$ cat src/rtl/ofm_pkg.sv
// Shared defaults and lane-size helpers for the OFM deskew block.
// Consumers: ofm_delay_line, ofm_deskew_rf_16.
package ofm_pkg;

  localparam int OFM_DATA_WIDTH   = 8;
  localparam int OFM_BUFFER_COUNT = 16;

  // 0 or anything above the lane count means "all lanes"
  function automatic logic [4:0] eff_size(input logic [4:0] size);
    if (size == 5'd0 || size > 5'd16)
      return 5'd16;
    return size;
  endfunction

  function automatic logic [OFM_BUFFER_COUNT-1:0] lane_mask(
    input logic [4:0] size
  );
    logic [OFM_BUFFER_COUNT-1:0] m;
    logic [4:0]                  n;
    n = eff_size(size);
    for (int i = 0; i < OFM_BUFFER_COUNT; i++)
      m[i] = (i < int'(n));
    return m;
  endfunction

endpackage

$ cat src/rtl/ofm_delay_line.sv
// Fixed-length {valid, data} delay line for one deskew lane.
// LENGTH=0 collapses to a plain wire.
module ofm_delay_line
  import ofm_pkg::*;
#(
  parameter int DATA_WIDTH = OFM_DATA_WIDTH,
  parameter int LENGTH     = 1
) (
  input  logic                  clk,
  input  logic                  rst,
  input  logic                  clear,
  input  logic                  i_valid,
  input  logic [DATA_WIDTH-1:0] i_data,
  output logic                  o_valid,
  output logic [DATA_WIDTH-1:0] o_data
);

  generate
    if (LENGTH == 0) begin : g_wire
      logic w_unused;
      assign w_unused = clk ^ rst ^ clear;
      assign o_valid  = i_valid;
      assign o_data   = i_data;
    end else begin : g_reg
      logic [DATA_WIDTH:0] r_pipe [LENGTH];

      always_ff @(posedge clk or posedge rst) begin
        if (rst) begin
          for (int i = 0; i < LENGTH; i++)
            r_pipe[i] <= '0;
        end else if (clear) begin
          for (int i = 0; i < LENGTH; i++)
            r_pipe[i] <= '0;
        end else begin
          r_pipe[0] <= {i_valid, i_data};
          for (int i = 1; i < LENGTH; i++)
            r_pipe[i] <= r_pipe[i-1];
        end
      end

      assign o_valid = r_pipe[LENGTH-1][DATA_WIDTH];
      assign o_data  = r_pipe[LENGTH-1][DATA_WIDTH-1:0];
    end
  endgenerate

endmodule

$ cat src/rtl/ofm_deskew_rf_16.sv
// Realigns skewed systolic column outputs into rows, then FIFOs them out.
// Optional macro OFM_RELU_EN clamps negative active lanes to zero.
module ofm_deskew_rf_16
  import ofm_pkg::*;
#(
  parameter int DATA_WIDTH   = OFM_DATA_WIDTH,
  parameter int BUFFER_COUNT = OFM_BUFFER_COUNT,
  parameter int FIFO_DEPTH   = 8
) (
  input  logic                               clk,
  input  logic                               rst,
  input  logic                               clear,
  input  logic [4:0]                         size,
  input  logic [7:0]                         row_total,
  input  logic [BUFFER_COUNT-1:0]            valid_in,
  input  logic [BUFFER_COUNT*DATA_WIDTH-1:0] data_in,
  output logic                               out_valid,
  input  logic                               out_ready,
  output logic [BUFFER_COUNT*DATA_WIDTH-1:0] out_data,
  output logic                               done,
  output logic                               overflow,
  output logic                               skew_err
);

  localparam int AW = $clog2(FIFO_DEPTH);
  localparam int LW = BUFFER_COUNT * DATA_WIDTH;
  localparam logic [AW:0] DEPTH_C = (AW+1)'(FIFO_DEPTH);

  logic [BUFFER_COUNT-1:0] w_mask;
  logic [BUFFER_COUNT-1:0] w_dv;
  logic [DATA_WIDTH-1:0]   w_dd [BUFFER_COUNT];
  logic [LW-1:0]           w_word;

  assign w_mask = lane_mask(size);

  // lane i waits BUFFER_COUNT-1-i cycles so every lane lands with lane 0
  generate
    for (genvar i = 0; i < BUFFER_COUNT; i++) begin : g_lane
      logic [DATA_WIDTH-1:0] w_lane;

      ofm_delay_line #(
        .DATA_WIDTH (DATA_WIDTH),
        .LENGTH     (BUFFER_COUNT-1-i)
      ) u_dl (
        .clk     (clk),
        .rst     (rst),
        .clear   (clear),
        .i_valid (valid_in[i]),
        .i_data  (data_in[i*DATA_WIDTH +: DATA_WIDTH]),
        .o_valid (w_dv[i]),
        .o_data  (w_dd[i])
      );

      always_comb begin
        w_lane = w_mask[i] ? w_dd[i] : '0;
`ifdef OFM_RELU_EN
        if (w_lane[DATA_WIDTH-1])
          w_lane = '0;
`endif
      end

      assign w_word[i*DATA_WIDTH +: DATA_WIDTH] = w_lane;
    end
  endgenerate

  logic          w_aval;
  logic          w_skew;
  logic          w_full;
  logic          w_rd;
  logic          w_wr;
  logic          w_drop;
  logic [8:0]    w_total;
  logic [8:0]    w_row_nxt;
  logic          w_last;

  logic [LW-1:0] r_mem [FIFO_DEPTH];
  logic [AW-1:0] r_wptr;
  logic [AW-1:0] r_rptr;
  logic [AW:0]   r_count;
  logic [8:0]    r_row;
  logic          r_ovf;
  logic          r_skew;

  assign w_aval = w_dv[0];
  assign w_skew =
    |((w_dv ^ {BUFFER_COUNT{w_dv[0]}}) & w_mask);

  assign w_full = (r_count == DEPTH_C);
  assign w_rd   = (r_count != '0) & out_ready & ~clear;
  assign w_wr   = w_aval & ~clear & (~w_full | w_rd);
  assign w_drop = w_aval & ~clear & w_full & ~w_rd;

  assign w_total   = (row_total == 8'd0) ? 9'd256
                                         : {1'b0, row_total};
  assign w_row_nxt = r_row + 9'd1;
  assign w_last    = w_rd & (w_row_nxt == w_total);

  // storage carries no reset; the head is gated by count below
  always_ff @(posedge clk) begin
    if (w_wr)
      r_mem[r_wptr] <= w_word;
  end

  always_ff @(posedge clk or posedge rst) begin
    if (rst) begin
      r_wptr  <= '0;
      r_rptr  <= '0;
      r_count <= '0;
      r_row   <= '0;
      r_ovf   <= 1'b0;
      r_skew  <= 1'b0;
    end else if (clear) begin
      r_wptr  <= '0;
      r_rptr  <= '0;
      r_count <= '0;
      r_row   <= '0;
      r_ovf   <= 1'b0;
      r_skew  <= 1'b0;
    end else begin
      if (w_wr)
        r_wptr <= r_wptr + AW'(1);
      if (w_rd)
        r_rptr <= r_rptr + AW'(1);
      unique case ({w_wr, w_rd})
        2'b10:   r_count <= r_count + (AW+1)'(1);
        2'b01:   r_count <= r_count - (AW+1)'(1);
        default: r_count <= r_count;
      endcase
      if (w_rd)
        r_row <= w_last ? 9'd0 : w_row_nxt;
      if (w_drop)
        r_ovf <= 1'b1;
      if (w_skew)
        r_skew <= 1'b1;
    end
  end

  assign out_valid = (r_count != '0);
  assign out_data  = out_valid ? r_mem[r_rptr] : '0;
  assign done      = w_last;
  assign overflow  = r_ovf;
  assign skew_err  = r_skew;

endmodule
$ cat config.mk
export PLATFORM = sky130hd
export DESIGN_NAME = ofm_deskew_rf_16
export DESIGN_NICKNAME = d
export VERILOG_FILES = /design/src/rtl/ofm_pkg.sv /design/src/rtl/ofm_delay_line.sv /design/src/rtl/ofm_deskew_rf_16.sv
export SDC_FILE = /design/constraint.sdc
export NUM_CORES = 2
export LEC_CHECK = 0
export CORE_UTILIZATION = 61
export DETAILED_ROUTE_END_ITERATION = 6
export DONT_BUFFER_PORTS = 1
export HOLD_SLACK_MARGIN = 0.06
export PLACE_DENSITY = 0.85
export SLEW_MARGIN = 20
export SYNTH_ARGS = -nofsm -noshare
export SYNTH_HDL_FRONTEND = slang
export SYNTH_SLANG_ARGS = --single-unit
$ cat constraint.sdc
create_clock -name clk -period 89.9 [get_ports clk]
set_input_delay 13.485 -clock clk [delete_from_list [all_inputs] [get_ports clk]]
set_output_delay 13.485 -clock clk [all_outputs]
set_load 0.03 [all_outputs]
==> key figures <==
Worst hold path
  • Hold path cells: 1
  • Hold Crit Class: reg -> reg
  • Worst hold start: g_lane[6].u_dl.g_reg.r_pipe[46]
  • Min-Delay Endpoint: g_lane[6].u_dl.g_reg.r_pipe[37]

Power
  • Combinational group share of total power: 14.5%
  • Leakage: 34.9 nW
  • Peak VDD IR: 0.0429 mV
  • P_sw: 0.596 mW
  • Sequential share of power: 46.9%
  • Net Sw Frac: 27.1%
  • Clk network pwr share: 38.6%
  • Cell Pwr Density: 26.2 nW/um^2
  • Int Power: 1.61 mW

Critical path
  • Crit Path Max Fanout: 407
  • Path depth of the worst reg2reg path: 6
  • Reg2reg start: g_lane[0].u_dl.o_valid
  • Worst r2r dst: r_mem[4][28]
  • Critical path type: in -> out
  • R2r setup slk: 85.69 ns
  • CP max stage cell: nor3_1
  • CP arrival: 15.78 ns
  • Worst path cell trace: buf_16 > buf_16 > nor3_1
  • Crit. End Element: primary output
  • Crit path top cell by count: buf_16
  • Worst EP required: 76.42 ns
  • Startpoint types: primary input
  • Crit-path max cell delay: 0.93 ns

Synthesis
  • Syn_nets: 4469
  • Async S/R FF share, synth: 51.8%
  • Synth cell types: 57
  • EDFF count, synth: 1024
  • Ys flop type: dfrtp_1
  • Avg Inst Size Synth: 17.6 um^2
  • Netlist Area Pre-Place: 75600 um^2
  • Post-synthesis sequential area ratio: 77.1%
  • Ys Warns: 0
  • Syn Inst Count: 4301
  • Yosys reg bits: 2125

CTS
  • Clock Tree Buf Depth: 3
  • Worst-Skew Late Latency: 0.83 ns
  • Setup bufs post-CTS: 0
  • Clk slew on worst S/H paths: 0.06 ns
  • TritonCTS clock tree: yes
  • Hold_buf cts: 0
  • Num CTS Buffers: 199
  • # clock sinks: 2125
  • Post-CTS sizing: 0
  • H-tree levels: 4
  • Root buf cell: clkbuf_16

Cells and area
  • Final core utilization: 68.8%
  • Share of layout cells above drive strength 1: 14.5%
  • Most common cell after layout, fill and taps aside: dfrtp_1
  • Area growth, synth to finish: 11.3%
  • Layout fillers: 7448
  • Cell area after layout: 84200 um^2
  • Most frequent cells in the layout: dfrtp_1, nor2b_1, edfxtp_1
  • Fin nets: 4491

Floorplan
  • Initial Util: 61.8%
  • Row cnt: 128
  • Core footprint: 122000 um^2
  • Die H: 354 um
  • IO Pins: 293
  • Die Area: 125000 um^2
  • Die width: 354 um

STA
  • Rel. slew slack: -3.53%
  • Clk_skew: 0.0353 ns
  • Fin Hold WS: 0.439 ns
  • Worst slew pin tran: 1.55 ns
  • Final setup violation count: 0
  • Final Hold Viols: 0
  • Max Slew Vio Count: 160
  • Final worst setup slack: 60.64 ns
  • RSZ-0062 raised after global routing: no
  • Setup TNS: 0 ns
  • Fin crit share: 32.6%
  • Post-layout minimum cycle time: 29.26 ns
  • Fmax achieved: 34.2 MHz

Drt
  • Vias per cell: 5.62
  • Via count: 34400
  • DRC: 0
  • Post-route antenna net violation count: 0
  • Initial DRC count: 2924
  • Post-Route WL: 140 mm
  • Drt pass-1 iters: 6
  • WL per Instance: 22.9 um

Place
  • I/O Buffers: 0
  • HPWL Detailed: 68.8 mm
  • RePlAce Congestion: 0.777
  • Place WS: 60.83 ns
  • DP Area: 77300 um^2

Job
  • Max-Cap Viols: 0

GRT
  • Initial antenna violation count: 13
  • GRT Residual Overflow: 0
  • Vias in the first global route: 36300
  • First-pass GRT wire length: 215 mm
  • Pin count of the biggest net entering global routing: 1107
  • Total GRT Usage: 23.0%

Outcome
  • Failing checks: slew limit
  • Outcome: finished with violations
[critical path: cells and delay by family]
family	cells	cell delay (ns)
buffers and inverters	2	0.92
and+or+nand+nor	1	0.93
[flip-flops by register name (all words and copies together) (netlist names)]
register,flops
r_count,4
r_wptr,3
r_row,9
g_lane.u_dl.o_data,112
r_mem,1024
g_lane.u_dl.g_reg.r_pipe,954
skew_err,1
overflow,1
r_rptr,3
g_lane.u_dl.o_valid,14
[power groups by stage]
stage                     clock, mW  sequential, mW  combinational [mW]
after floorplan                   0            1.05               0.263
final                         0.850            1.03               0.320
after global routing          0.903            1.03               0.340
after detailed placement          0            1.05               0.315
after global placement            0            1.05               0.310
after CTS                     0.867            1.03               0.318
[synthesized netlist by cell type (2+ instances only)]
master | count | area, um^2
a211oi_1 | 2 | 15.0
a21o_1 | 7 | 52.6
a21o_2 | 2 | 17.5
a21oi_1 | 19 | 95.1
a22oi_1 | 4 | 30.0
a31oi_1 | 4 | 25.0
a32o_1 | 2 | 20.0
and2_1 | 121 | 757
buf_1 | 41 | 154
buf_2 | 6 | 30.0
buf_6 | 2 | 22.5
clkbuf_1 | 176 | 661
dfrtp_1 | 1101 | 27600
edfxtp_1 | 1024 | 30700
ha_1 | 6 | 75.1
inv_1 | 11 | 41.3
mux2i_1 | 128 | 1280
mux4_2 | 256 | 5770
nand2_1 | 37 | 139
nand2b_1 | 9 | 56.3
nand3_1 | 7 | 35.0
nand3b_1 | 2 | 15.0
nand4_1 | 2 | 12.5
nor2_1 | 150 | 563
nor2b_1 | 1093 | 6840
nor3_1 | 18 | 90.1
nor4_1 | 7 | 43.8
o211ai_1 | 2 | 15.0
o21ai_0 | 11 | 55.1
o21ai_1 | 10 | 50.1
xnor2_1 | 11 | 96.3
xor2_1 | 5 | 43.8
[through the flow]
stage          power [mW]  instances
5_1_grt              2.28       6125
3_3_place_gp         1.36       5743
4_1_cts              2.22       6118
2_1_floorplan        1.31       4301
6_report             2.20       6127
3_5_place_dp         1.37       5743
[cell families after synthesis]
group / count (synthesis) / share of synthesized area (%)
simple gates: 1455 / 11.4
xor+xnor: 17 / 0.217
buf+inv: 236 / 1.20
fa+ha+maj: 7 / 0.126
compound gates: 77 / 0.655
mux: 384 / 9.32
flops: 2125 / 77.1
[how the worst max path moves through the flow]
stage,startpoint,to
finish,clear,done
global route,clear,done
floorplan,rst,g_lane[0].u_dl.g_reg.r_pipe[100]
CTS,row_total[4],done
global placement,row_total[4],done
detailed placement,row_total[4],done
[routing by layer]
| metal | track usage, % | routed length [um] | vias to the layer above |
|---|---|---|---|
| li1 | - | - | 15100 |
| met1 | 30.0 | 55900 | 18000 |
| met2 | 37.7 | 70200 | 1098 |
| met3 | 6.20 | 10500 | 252 |
| met4 | 8.08 | 3840 | 10 |
| met5 | 0.151 | 71 | - |
[cell type report]
type	instances	area (um^2)	share of cell area (%)
timing repair buffer	46	537	0.637
clock buffer	271	5640	6.70
multi-input combinational	1940	16500	19.6
sequential	2125	58300	69.2
antenna	5	12.5	0.0149
inverter	11	48.8	0.0579
clock inverter	104	1130	1.34
tap	1625	2030	2.41
(Power assumes the default switching activity.)
